==> config.mk <==
export PLATFORM = sky130hd
export DESIGN_NAME = jbcdsubserial
export DESIGN_NICKNAME = d
export VERILOG_FILES = /design/src/rtl/jbcd_pkg.sv /design/src/rtl/jbcddigitsub.sv /design/src/rtl/jbcdsubserial.sv
export SDC_FILE = /design/constraint.sdc
export NUM_CORES = 1
export LEC_CHECK = 0
export ABC_AREA = 1
export ABC_CLOCK_PERIOD_IN_PS = 3400
export CORE_MARGIN = 1
export CORE_UTILIZATION = 52
export DETAILED_ROUTE_END_ITERATION = 7
export GPL_TIMING_DRIVEN = 1
export PLACE_DENSITY = 0.85
export SLEW_MARGIN = 10
export SYNTH_ARGS = -nofsm -noshare
export SYNTH_HDL_FRONTEND = slang
export SYNTH_HIERARCHICAL = 1
export SYNTH_SLANG_ARGS = --single-unit
==> constraint.sdc <==
create_clock -name clk -period 3.4 [get_ports clk]
set_input_delay 0.51 -clock clk [delete_from_list [all_inputs] [get_ports clk]]
set_output_delay 0.51 -clock clk [all_outputs]
set_load 0.02 [all_outputs]
==> src/rtl/jbcd_pkg.sv <==
// Shared constants, FSM encoding and helpers
// for the BCD add/subtract datapath.
package jbcd_pkg;

  localparam logic [3:0] BCD_MAX   = 4'd9;
  localparam logic [4:0] BCD_RADIX = 5'd10;

  typedef enum logic [1:0] {
    IDLE,
    RUN,
    DONE
  } state_t;

  function automatic logic isbcd(input logic [3:0] n);
    return n <= BCD_MAX;
  endfunction

endpackage

==> src/rtl/jbcddigitsub.sv <==
// Combinational single-digit BCD subtractor:
// digit = a_i - b_i - borrow_in, ten's-corrected.
module jbcddigitsub
  import jbcd_pkg::*;
(
  input  logic [3:0] a_i,
  input  logic [3:0] b_i,
  input  logic       borrow_in,
  output logic [3:0] digit,
  output logic       borrow_out
);

  logic [4:0] d;
  logic [4:0] adj;

  // d spans -16..15, so bit 4 is the sign in two's complement
  always_comb begin
    d          = {1'b0, a_i} - {1'b0, b_i} - {4'b0, borrow_in};
    adj        = d + BCD_RADIX;
    borrow_out = d[4];
    digit      = borrow_out ? adj[3:0] : d[3:0];
  end

endmodule

==> src/rtl/jbcdsubserial.sv <==
// Digit-serial BCD subtractor, LSD first,
// with start/busy/done handshake.
module jbcdsubserial
  import jbcd_pkg::*;
#(
  parameter int DIGITS = 4
) (
  input  logic              clk,
  input  logic              rstn,
  input  logic              start,
  input  logic [4*DIGITS-1:0] a,
  input  logic [4*DIGITS-1:0] b,
  input  logic              borrowin,
  output logic              busy,
  output logic              done,
  output logic [4*DIGITS-1:0] y,
  output logic              borrowout,
  output logic              invalid
);

  localparam int W  = 4 * DIGITS;
  localparam int CW = (DIGITS > 1) ? $clog2(DIGITS) : 1;

  state_t state_q, state_d;

  logic [W-1:0]  a_q, b_q, res_q;
  logic          brw_q, inv_q;
  logic [CW-1:0] cnt_q;

  logic [3:0] ai, bi, dig;
  logic       bo;
  logic       inv_in;
  logic       last;

  assign last = (cnt_q == CW'(DIGITS - 1));

  always_comb begin
    ai = '0;
    bi = '0;
    for (int i = 0; i < DIGITS; i++) begin
      if (cnt_q == CW'(i)) begin
        ai = a_q[4*i +: 4];
        bi = b_q[4*i +: 4];
      end
    end
  end

  always_comb begin
    inv_in = 1'b0;
    for (int i = 0; i < DIGITS; i++) begin
      if (!isbcd(a[4*i +: 4]) || !isbcd(b[4*i +: 4]))
        inv_in = 1'b1;
    end
  end

  jbcddigitsub u_dsub (
    .a_i       (ai),
    .b_i       (bi),
    .borrow_in (brw_q),
    .digit     (dig),
    .borrow_out(bo)
  );

  always_ff @(posedge clk or negedge rstn) begin
    if (!rstn) state_q <= IDLE;
    else       state_q <= state_d;
  end

  always_comb begin
    state_d = state_q;
    unique case (state_q)
      IDLE:    if (start) state_d = RUN;
      RUN:     if (last)  state_d = DONE;
      DONE:    state_d = IDLE;
      default: state_d = IDLE;
    endcase
  end

  always_ff @(posedge clk or negedge rstn) begin
    if (!rstn) begin
      a_q   <= '0;
      b_q   <= '0;
      res_q <= '0;
      brw_q <= 1'b0;
      inv_q <= 1'b0;
      cnt_q <= '0;
    end else begin
      unique case (state_q)
        IDLE: begin
          if (start) begin
            a_q   <= a;
            b_q   <= b;
            brw_q <= borrowin;
            inv_q <= inv_in;
            cnt_q <= '0;
            res_q <= '0;
          end
        end
        RUN: begin
          for (int i = 0; i < DIGITS; i++) begin
            if (cnt_q == CW'(i))
              res_q[4*i +: 4] <= dig;
          end
          brw_q <= bo;
          cnt_q <= cnt_q + CW'(1);
          // bad operands report a clean zero result
          if (last && inv_q) begin
            res_q <= '0;
            brw_q <= 1'b0;
          end
        end
        default: ;
      endcase
    end
  end

  assign busy      = (state_q == RUN);
  assign done      = (state_q == DONE);
  assign y         = res_q;
  assign borrowout = brw_q;
  assign invalid   = inv_q;

endmodule

==> metrics <==
Area Overhead vs Synth 24.6%; Setup violations, final 0; Mapped Area 2890 um^2; Hold Crit Class input port to async pin; Top Ports 56; hold buffer count at cts 0; Max Fclk 0.312 GHz; Synth Flop Type dfrtp_1; R2R depth 17; CTS sink count between 50 and 60; n_diodes 0; Max Clock Skew slightly below 10 ps; maxcap violations 0; Seq/Total Area, Yosys a little under half; TritonCTS clock tree done; Yosys warning count 6; pre-CTS setup slack roughly 220 ps; final-report max-slew violation count 0; vias in the first global route 2,452; drt drc 0; Die Span X ~77 um; Rows 26; crit path kind flip-flop to flip-flop; area leader, netlist dfrtp_1; die area 5860 um^2; grt ovf 0; Worst-Skew Late Latency around 310 ps; crit path DAT 3440 ps; status completed; r2r endpoint y[14]$_DFFE_PN0P_; largest net degree at the start of global routing 45; routed vias/inst between 5 and 6; wire length per cell around 14 um; post-synthesis simple-gate area fraction 31.2%; Post-Synth XOR/XNOR Area 0.303%; PortBufs 55; Final Hold Viols 0; dpl cell area around 3500 um^2; final wirelength 6810 um; Cell variety after synth 23; CTS buffer count 5; Syn Nets 411; detailed-route via count between 2,000 and 3,000; Tmin final between 3000 and 4000 ps; Cells after Synth 362; Reg-to-Reg Start cnt_q[0]$_DFFE_PN0P_; post-route clock period utilization 94.3%; Die Y 76.5 um; Crit Path Max Fanout 9; drt first-iter violations 192; share of the synthesized area in the top cell type 46.8%; antenna viol nets, final 0; H-tree depth 2; most frequent cells after synthesis nand2_1, dfrtp_1, a21oi_1; antenna violations before repair 0; largest family of logic cells by synthesized area simple AND/OR/NAND/NOR gates; Async SR Flop Fraction 100%; worst-margin pin slew just under 1000 ps; layout cells sized above 1 under 10%; Worst R2R Setup Slack roughly 190 ps; Compound-Gate Fraction of Synth Area 9.92%; Final HPWL DP just over 5000 um; crit path launch type flip-flop; top cells by area, synth dfrtp_1, nand2_1, ha_1, nand2_4, a21oi_1; fin area 3600 um^2; adder-cell area share of the yosys netlist 6.15%; count leader, synth nand2_1; nets approximately 470; routability cong. around 0.86; mux share of post-synthesis cell area 0%; Tot GR Track Use 25.6%; Slew headroom a little over a third; data required time of the worst path 3630 ps; crit path capture type flip-flop; CTS max path bufs 2; Synth Area per Inst between 7 and 8 um^2; Worst-path clk slew 90 ps; Root Buffer clkbuf_8; Initial Utilization 55.2%; DRT Pass-1 Iters 5; Yosys reg bits 54; Setup WS post-layout between 150 and 200 ps; Core Region 5240 um^2; number of enable flip-flop cells after synthesis 0; first-pass GRT wire length 11,600 um
cells by family after synthesis:
family,after synthesis
AO/OA/AOI/OAI,55
XOR/XNOR,1
adder cells (fa/ha/maj),13
buffers and inverters,33
flip-flops,54
AND/OR/NAND/NOR,206
placed cells by master (no fill, tap or decap):
| cell | n |
|---|---|
| a21oi_1 | 21 |
| buf_2 | 1 |
| buf_4 | 5 |
| bufinv_16 | 1 |
| clkbuf_8 | 6 |
| clkdlybuf4s50_1 | 54 |
| clkinv_4 | 1 |
| dfrtp_1 | 54 |
| fa_1 | 2 |
| ha_1 | 10 |
| ha_2 | 1 |
| inv_1 | 17 |
| inv_2 | 3 |
| inv_4 | 1 |
| nand2_1 | 157 |
| nand2_2 | 4 |
| nand2_4 | 10 |
| nand3_1 | 11 |
| nand3_2 | 3 |
| nor2_1 | 17 |
| nor2_2 | 4 |
| o21ai_0 | 17 |
| o21ai_1 | 16 |
| o21ai_4 | 1 |
| xor2_1 | 1 |
layout make-up:
class,instances,area [um^2]
Sequential cell,54,1350
Timing Repair Buffer,60,583
Clock inverter,1,30.0
Clock buffer,6,82.6
Inverter,22,90.1
Tap cell,70,87.6
Fill cell,414,1640
Multi-Input combinational cell,275,1380
sequential cells by signal, indices dropped and copies added (netlist names):
name,cells
a_q,16
y,16
b_q,16
state_q,2
cnt_q,2
invalid,1
borrowout,1
repair_timing:
action                                  CTS  global route
buffers inserted                          0             0
hold endpoints to repair                  0             0
endpoints found under the setup margin    0            11
gates resized for setup                   0             1
worst max path at each step:
| stage | start | endpoint | cells after the start |
|---|---|---|---|
| finish | cnt_q[0]$_DFFE_PN0P_ | y[14]$_DFFE_PN0P_ | 17 |
| global route | cnt_q[0]$_DFFE_PN0P_ | y[14]$_DFFE_PN0P_ | 16 |
| CTS | cnt_q[1]$_DFFE_PN0P_ | y[14]$_DFFE_PN0P_ | 18 |
| detailed placement | cnt_q[1]$_DFFE_PN0P_ | y[14]$_DFFE_PN0P_ | 18 |
| global placement | cnt_q[1]$_DFFE_PN0P_ | y[14]$_DFFE_PN0P_ | 17 |
| floorplan | cnt_q[1]$_DFFE_PN0P_ | y[15]$_DFFE_PN0P_ | 20 |
per-stage QoR:
step | TNS (ps) | hold slack [ps] | utilization [%] | std cells
5_1_grt | -5.23 | 423 | 68.8 | 488
2_1_floorplan | 0 | 214 | - | 362
3_5_place_dp | 0 | 466 | 66.6 | 481
6_report | 0 | 341 | 68.8 | 488
3_3_place_gp | 0 | 467 | 66.6 | 481
4_1_cts | 0 | 374 | 68.7 | 488
critical path: stages, from the launching register on:
cell and delay, ps:
dfrtp_1 400, inv_1 100, ha_1 330, inv_2 190
nand2_1 70, a21oi_1 140, inv_1 70, fa_1 430
fa_1 400, inv_1 80, nand2_2 70, nand2_4 80
nand3_2 120, nand2_4 120, nand2_1 60, nand2_1 80
nand3_1 190, a21oi_1 200
per-layer routing:
layer,wire length [um],share of wire (%),GRT usage [%],vias to the layer above
li1,-,-,-,1247
met1,3050,45,35.0,1196
met2,3280,48,41.0,89
met3,364,5.3,4.91,13
met4,108,1.6,8.27,0
met5,0,0,0,-
Power is not shown: default switching activity piles up to over one toggle a cycle in this logic, so the estimate is an artifact.
